## src/rtl/ifetch_queue.sv

```systemverilog
// Instruction prefetch queue: serves 16-bit instructions to the execute stage
// from a small halfword FIFO that is refilled by word-wide memory reads.
module ifetch_queue #(
  parameter int RV    = 32,
  parameter int VA    = RV,
  parameter int DEPTH = 4
) (
  input  logic               clk,
  input  logic               reset,
  input  logic [VA-2:0]      pc,
  input  logic               ifetch,
  output logic               idone,
  output logic [15:0]        insn,
  input  logic               flush,
  output logic               mem_req,
  output logic [VA-RV/16-1:0] mem_addr,
  input  logic               mem_ack,
  input  logic [RV-1:0]      mem_rdata
);

  localparam int HW = RV / 16;               // halfwords per memory word
  localparam int WB = (HW == 2) ? 1 : 0;     // halfword-in-word address bits
  localparam int HA = VA - 1;                // halfword address width
  localparam int AW = VA - HW;               // word address width
  localparam int IW = $clog2(DEPTH);
  localparam int CW = $clog2(DEPTH + 1);

  typedef enum logic [1:0] {IDLE, REQ, DROP} state_t;

  state_t          state, state_nx;
  logic [HA-1:0]   q_head;
  logic            head_valid;
  logic [CW-1:0]   count, count_nx, push_n;
  logic [AW-1:0]   f_addr, req_addr;
  logic            f_skip;
  logic [15:0]     q_mem [DEPTH];
  logic [IW-1:0]   tail;

  logic match, hit, redirect, kill, can_issue, take;

  // NOTE: every always_comb output gets a default first so no latch is inferred.
  always_comb begin
    match     = head_valid && (pc == q_head);
    // The !idone term keeps the still-high ifetch of the pulse cycle inert.
    hit       = ifetch && !idone && !flush && match && (count != '0);
    redirect  = ifetch && !idone && !flush && !match;
    kill      = redirect || flush;
    can_issue = (state == IDLE) && head_valid && !kill &&
                (int'(count) + HW <= DEPTH);
    take      = mem_ack && (can_issue || (state == REQ && !kill));
    push_n    = f_skip ? CW'(1) : CW'(HW);
    count_nx  = count - CW'(hit) + (take ? push_n : '0);
    tail      = q_head[IW-1:0] + count[IW-1:0];

    // IDLE presents the request in the same cycle it is decided, so a
    // redirect reaches memory one cycle later; REQ/DROP hold it until ack.
    mem_req   = can_issue || (state == REQ) || (state == DROP);
    mem_addr  = (state == IDLE) ? f_addr : req_addr;

    state_nx = state;
    case (state)
      IDLE: if (can_issue && !mem_ack) state_nx = REQ;
      REQ:  if (mem_ack) state_nx = IDLE;
            else if (kill) state_nx = DROP;
      DROP: if (mem_ack) state_nx = IDLE;
      default: state_nx = IDLE;
    endcase
  end

  // NOTE: sequential state uses non-blocking assignments only.
  always_ff @(posedge clk) begin
    if (!reset) begin
      state      <= IDLE;
      q_head     <= '0;
      head_valid <= 1'b0;
      count      <= '0;
      f_addr     <= '0;
      f_skip     <= 1'b0;
      req_addr   <= '0;
      idone      <= 1'b0;
      insn       <= '0;
    end else begin
      state <= state_nx;
      idone <= hit;
      if (hit) insn <= q_mem[q_head[IW-1:0]];
      if (can_issue) req_addr <= f_addr;

      if (flush) begin
        head_valid <= 1'b0;
        count      <= '0;
      end else if (redirect) begin
        head_valid <= 1'b1;
        q_head     <= pc;
        count      <= '0;
        f_addr     <= AW'(pc >> WB);
        f_skip     <= (HW == 2) ? pc[0] : 1'b0;
      end else begin
        if (hit) q_head <= q_head + HA'(1);
        count <= count_nx;
        if (take) begin
          f_addr <= f_addr + AW'(1);
          f_skip <= 1'b0;
        end
      end
    end
  end

  // NOTE: queue storage is not reset; count and head_valid gate every read.
  always_ff @(posedge clk) begin
    if (take) begin
      if (f_skip) begin
        q_mem[tail] <= mem_rdata[RV-1 -: 16];
      end else begin
        for (int i = 0; i < HW; i++) q_mem[tail + IW'(i)] <= mem_rdata[16*i +: 16];
      end
    end
  end

endmodule
```

## config.mk

```make
export PLATFORM = sky130hd
export DESIGN_NAME = ifetch_queue
export DESIGN_NICKNAME = d
export VERILOG_FILES = /design/src/rtl/ifetch_queue.sv
export SDC_FILE = /design/constraint.sdc
export NUM_CORES = 1
export LEC_CHECK = 0
export BUFFER_PORTS_ARGS = -buffer_cell sky130_fd_sc_hd__buf_2
export CAP_MARGIN = 30
export CORE_ASPECT_RATIO = 2
export CORE_MARGIN = 2
export CORE_UTILIZATION = 25
export CTS_CLUSTER_DIAMETER = 100
export DETAILED_ROUTE_END_ITERATION = 10
export SLEW_MARGIN = 20
export SYNTH_ARGS = -nofsm -noshare
export SYNTH_HDL_FRONTEND = slang
export SYNTH_SLANG_ARGS = --single-unit
```

## constraint.sdc

```tcl
create_clock -name clk -period 3.7 [get_ports clk]
set_clock_uncertainty 0.2 [all_clocks]
set_input_delay 0 -clock clk [delete_from_list [all_inputs] [get_ports clk]]
set_output_delay 0 -clock clk [all_outputs]
set_load 0.01 [all_outputs]
```

==> flow_summary.ini, run 1 <==
[power_and_ir_drop]
report.power.total_mw = 4.44
powerDensity_nw_per_um2 = 373
p_leak_nw = 4.36
vdd_drop_max_uv = 282

[synthesis]
ys_warn_count = 0
synth_cells = 911
yosys.area.top_type = dfxtp_1
synth_top_cell_area_share_pct = 24.5
ys_ff_latch = 179
syn-mean-instance-area_um2 = 10.3
netlist_area_um2 = 9400
async_flop_share_pct = 0
yosys-top-cells-area = dfxtp_1 24%, edfxtp_1 20%, mux2_2 8.9%
synth-main-ff-cell = dfxtp_1
netlist-cell-type-count = 58
synth_edf_count = 64
yosys.cell_count.top_type = dfxtp_1
syn_nets = 987
synth_common_cells = 115 x dfxtp_1, 74 x mux2_2, 67 x o21ai_0
ys_seq_area_share_pct = 44.9

[clock_tree]
clkSlewWorstSetupHoldPaths_ns = 0.07
clk_path_buf_depth = 2
htree_levels = 4
numCtsBuffers = 17
cts_root_buffer = clkbuf_16
cts.sinks = 179
cts_tree = built
postCtsSetupBuffers = 0
clock_latency_ns = 0.45

[flow_run]
maxCapViolations = 0

[routing]
vias = 7763
first_iter_violations = 588
wl_per_cell_um = 19.3
wl_um = 30300
drc_errors = 0
first_pass_iters = 5
vias_per_cell = 4.96
ant_nets = 0

[sta]
fin_crit_sh_pct = 94.5
slew_headroom_pct = 50.7
report.final.slew_viol_count = 0
worst_slack_ns = 0.205
timing.fmax_mhz = 286
min_period_ns = 3.49
finalSetupViolCount = 0
rsz0062_at_grt = false
finalHoldViolCount = 0
finalSetupTns_ns = 0
tightest_slew_ns = 0.740
whs_ns = 0.111

[floorplan]
die_h_um = 278
core_area_um2 = 37200
ioPinCount = 116
die_width_um = 141
dieArea_um2 = 39300
num_rows = 100
initial_core_util_pct = 25.3

[finish]
nets = 1167
layout-drive-gt1-share_pct = 27.5
seqCellArea_um2 = 4220
areaGrowthSynthToFinish_pct = 26.8
num-fill-cells = 3770
fin_cells = 1566
multi_input_area_um2 = 4890

[grt]
grt_overflow = 0
grt_max_degree = 89
grt_usage_pct = 15.6
grt_first_pass_wirelength_um = 46300
antenna_found_initial = 2
first_global_vias = 8121

[outcome]
status = finished, final reports clean

[placement]
dp_hpwl_um = 22000
portBuffers = 115
gp_congestion = 0.918
post-place-cells = 1459
place_ws_ns = 0.262

[worst_setup_path]
end_kind = register
crit_arrival_ns = 3.63
cp_max_fo = 5
required_ns = 3.84
start_kind = register
crit_type = reg -> reg

[hold_path]
min_path_type = in -> reg
==> critical path, cell delays in order (launching register included) <==
cell	delay [ns]
dfxtp_1	0.35
xnor2_1	0.34
nand4_1	0.19
or4_1	0.69
o21ai_4	0.24
nand3_1	0.10
ha_1	0.28
inv_1	0.06
ha_1	0.13
inv_1	0.04
fa_1	0.37
xnor2_1	0.20
xnor2_1	0.14
nor2_1	0.05
==> final timing paths <==
check / from / endpoint / slack (ns) / depth (start not counted)
worst max register to register: q_head[19] / count[2] / 0.21 / 13
worst min-delay path: mem_ack / state[1] / 0.11 / 3
worst max-delay path: q_head[19] / count[2] / 0.21 / 13
worst min register to register: req_addr[8] / req_addr[8] / 0.26 / 2
==> area by class of cell <==
type | instances | area share (%)
repair buffers | 217 | 13.5
clock inverters | 10 | 0.693
inverters | 12 | 0.378
multi-input cells | 664 | 41.0
flip-flops and latches | 179 | 35.5
clock buffers | 22 | 4.07
well taps | 459 | 4.82
diodes | 3 | 0.0630
==> per-layer routing <==
layer	part of all wire, %	vias up	global-route usage, %
li1	-	3730	-
met1	35	3749	15.1
met2	56	207	30.1
met3	3.6	77	2.58
met4	5.1	0	9.72
met5	0	-	0
==> flip-flops by register name, summed over array words and instances (netlist names) <==
name        count
idone           1
f_addr         30
req_addr       30
head_valid      1
q_mem          64
f_skip          1
count           3
state           2
insn           16
q_head         31
==> power by group <==
part	switching [mW]	total, mW	internal [mW]
clock	0.837	1.79	0.952
sequential	0.0654	2.15	2.08
combinational	0.261	0.507	0.246
==> layout by cell type, fill, tap and decap left out, types with 4 or more instances in the layout <==
| cell type | netlist | layout |
|---|---|---|
| o21ai_0 | 67 | 67 |
| a21oi_1 | 53 | 53 |
| buf_4 | 3 | 23 |
| clkbuf_16 | 0 | 18 |
| edfxtp_1 | 64 | 64 |
| ha_1 | 7 | 7 |
| buf_2 | 4 | 115 |
| dlygate4sd3_1 | 0 | 72 |
| inv_6 | 0 | 5 |
| mux2_4 | 20 | 20 |
| a211oi_1 | 14 | 14 |
| nor2_1 | 59 | 58 |
| and3_1 | 12 | 12 |
| a31oi_1 | 5 | 5 |
| or2_2 | 4 | 4 |
| inv_1 | 11 | 11 |
| mux4_2 | 16 | 16 |
| xnor2_1 | 47 | 47 |
| nand2_1 | 63 | 63 |
| or3_1 | 4 | 4 |
| mux2_2 | 74 | 74 |
| and4_1 | 6 | 6 |
| mux2i_1 | 17 | 17 |
| nand4_1 | 23 | 23 |
| nand3_1 | 54 | 53 |
| nand2b_1 | 5 | 5 |
| o21a_1 | 4 | 4 |
| buf_12 | 2 | 7 |
| nor3_1 | 28 | 27 |
| dfxtp_1 | 115 | 115 |
| nor4_1 | 14 | 14 |
| xor2_1 | 26 | 26 |
==> kinds of logic (layout without fill, tap and decap cells) <==
family	count (synthesis)	count (layout)	synth area share, %
multiplexers	127	127	17.7
flip-flops	179	179	44.9
buffers and inverters	68	261	3.32
XOR/XNOR	73	73	6.80
AO/OA/AOI/OAI	165	165	10.3
other	0	3	0
adder cells (fa/ha/maj)	8	8	1.14
AND/OR/NAND/NOR	291	291	15.8
==> through the flow <==
| step | instance area [um2] | util, % |
|---|---|---|
| after global placement | 10600 | 28.6 |
| final | 11900 | 32.1 |
| after global routing | 11900 | 32.1 |
| after detailed placement | 10600 | 28.6 |
| after floorplan | 9400 | - |
| after CTS | 11900 | 32.0 |
==> timing repair <==
action,in CTS,in global routing
hold endpoints to repair,136,0
endpoints found under the setup margin,0,0
gates resized for setup,0,0
hold buffers,72,0
Note: power is estimated with default switching activity, not from simulation.
==> inputs of run 2 (changes only) <==
CORE_MARGIN = default   (was 2)
GPL_TIMING_DRIVEN = 0   (was default)
REMOVE_ABC_BUFFERS = 1   (was default)
==> flow_summary.ini, run 2 (synthesized netlist as in run 1, its figures left out) <==
[outcome]
status = complete, but fails checks
violations = design-rule violations

[floorplan]
core_area_um2 = 37200
num_rows = 100
ioPinCount = 116
die_h_um = 276
dieArea_um2 = 38400
initial_core_util_pct = 25.3
die_width_um = 139

[worst_setup_path]
start_kind = register
slowest_delay_ns = 0.63
required_ns = 3.84
cp_max_fo = 19
crit_family = simple AND/OR/NAND/NOR gates
crit_chain = xnor2_2 -> nand4_1 -> or4_4 -> o21ai_4 -> buf_16 -> nand3_1 -> ha_1 -> inv_1 -> ha_1 -> inv_1 -> fa_1 -> xnor2_1 -> xnor2_1 -> nor2_1
slowest_stage = or4_4
crit_buf_inv = 3
crit_arrival_ns = 3.74
end_kind = register
crit_type = reg -> reg

[sta]
finalSetupTns_ns = 0
finalHoldViolCount = 0
finalSetupViolCount = 0
worst_slack_ns = 0.101
tightest_slew_ns = 0.924
timing.fmax_mhz = 278
min_period_ns = 3.60
fin_crit_sh_pct = 97.3
report.final.slew_viol_count = 0
slew_headroom_pct = 38.0

[clock_tree]
clock_latency_ns = 0.45
cts_tree = built
htree_levels = 4
cts_root_buffer = clkbuf_16
cts.sinks = 179
clk_path_buf_depth = 2
clkSlewWorstSetupHoldPaths_ns = 0.07
numCtsBuffers = 17

[finish]
nets = 1155
top_register = q_mem
multi_input_area_um2 = 5010
num-fill-cells = 3758
reg_top3 = q_mem: 64 flops, q_head: 31 flops
fin_util_pct = 32.4
final_cell_mix = 114 x buf_2, 113 x dfxtp_1, 74 x mux2_2
areaGrowthSynthToFinish_pct = 28.2
largest_reg_flops = 64
layout-drive-gt1-share_pct = 29.1
layout_commonest_cell = buf_2
seqCellArea_um2 = 4230
fin_area_um2 = 12000

[routing]
wl_per_cell_um = 18.5
vias = 7638
first_pass_iters = 10
first_iter_violations = 379
wl_um = 28800
vias_per_cell = 4.92
drc_errors = 8
ant_nets = 0

[grt]
grt_max_degree = 73
antenna_found_initial = 2
grt_usage_pct = 15.3
grt_overflow = 0
first_global_vias = 7836
grt_first_pass_wirelength_um = 44200

[placement]
dp_hpwl_um = 20800
placed_cell_area_um2 = 10600
portBuffers = 115
place_ws_ns = -0.651
gp_congestion = 0.868

[power_and_ir_drop]
combPwrFrac_pct = 11.5
p_int_mw = 3.31
powerDensity_nw_per_um2 = 371
p_leak_nw = 4.40
power_switching_mw = 1.15
vdd_drop_max_uv = 323
power_frac_clock_pct = 40.4
report.power.total_mw = 4.47
p_seq_share_pct = 48.1
sw_frac_of_total_pct = 25.8

[flow_run]
maxCapViolations = 0

[hold_path]
min_path_type = in -> reg
-- run 2: layer usage --
metal / routed length (um) / vias to the layer above / global-route usage [%]
met1: 10500 / 3704 / 14.7
met3: 1060 / 56 / 2.96
li1: - / 3703 / -
met2: 16100 / 175 / 29.8
met5: 0 / - / 0
met4: 1180 / 0 / 8.38
-- run 2: worst paths after layout --
| check | to | from | depth (start not counted) | slack (ns) |
|---|---|---|---|---|
| min reg2reg | req_addr[16] | req_addr[16] | 2 | 0.25 |
| max reg2reg | count[2] | q_head[26] | 14 | 0.10 |
| min | state[1] | mem_ack | 3 | 0.17 |
| max | count[2] | q_head[26] | 14 | 0.10 |
-- run 2: area by class of cell --
| type | count | area share [%] |
|---|---|---|
| Multi-Input combinational cell | 664 | 41.6 |
| Sequential cell | 179 | 35.1 |
| Timing Repair Buffer | 205 | 13.3 |
| Tap cell | 459 | 4.77 |
| Clock buffer | 18 | 3.74 |
| Clock inverter | 14 | 1.02 |
| Inverter | 12 | 0.384 |
| Antenna cell | 2 | 0.0415 |
-- run 2: metrics by stage --
| step | hold slack, ns | cells |
|---|---|---|
| floorplan | -0.123 | 855 |
| global placement | 0.00739 | 1429 |
| detailed placement | 0.0226 | 1445 |
| CTS | 0.142 | 1550 |
| global route | 0.184 | 1553 |
| finish | 0.171 | 1553 |
-- run 2: power by group through the flow --
stage | Combinational, mW | Sequential [mW] | Clock, mW
3_3_place_gp | 0.401 | 2.20 | 0
3_5_place_dp | 0.432 | 2.20 | 0
5_1_grt | 0.556 | 2.16 | 1.91
2_1_floorplan | 0.243 | 2.18 | 0
6_report | 0.513 | 2.15 | 1.80
4_1_cts | 0.509 | 2.15 | 1.85
-- run 2: repair_timing --
item / in CTS / in global routing
setup buffers: 5 / 1
hold buffers: 68 / 0
hold endpoints to repair: 143 / 0
setup endpoints to repair: 131 / 1
resized for setup: 6 / 9
pin swaps: 1 / 2
-- run 2: tightest hold or removal path, cell delays in order --
cell and delay (ns):
dlygate4sd3_1 0.56, buf_2 0.16, nor3_1 0.06
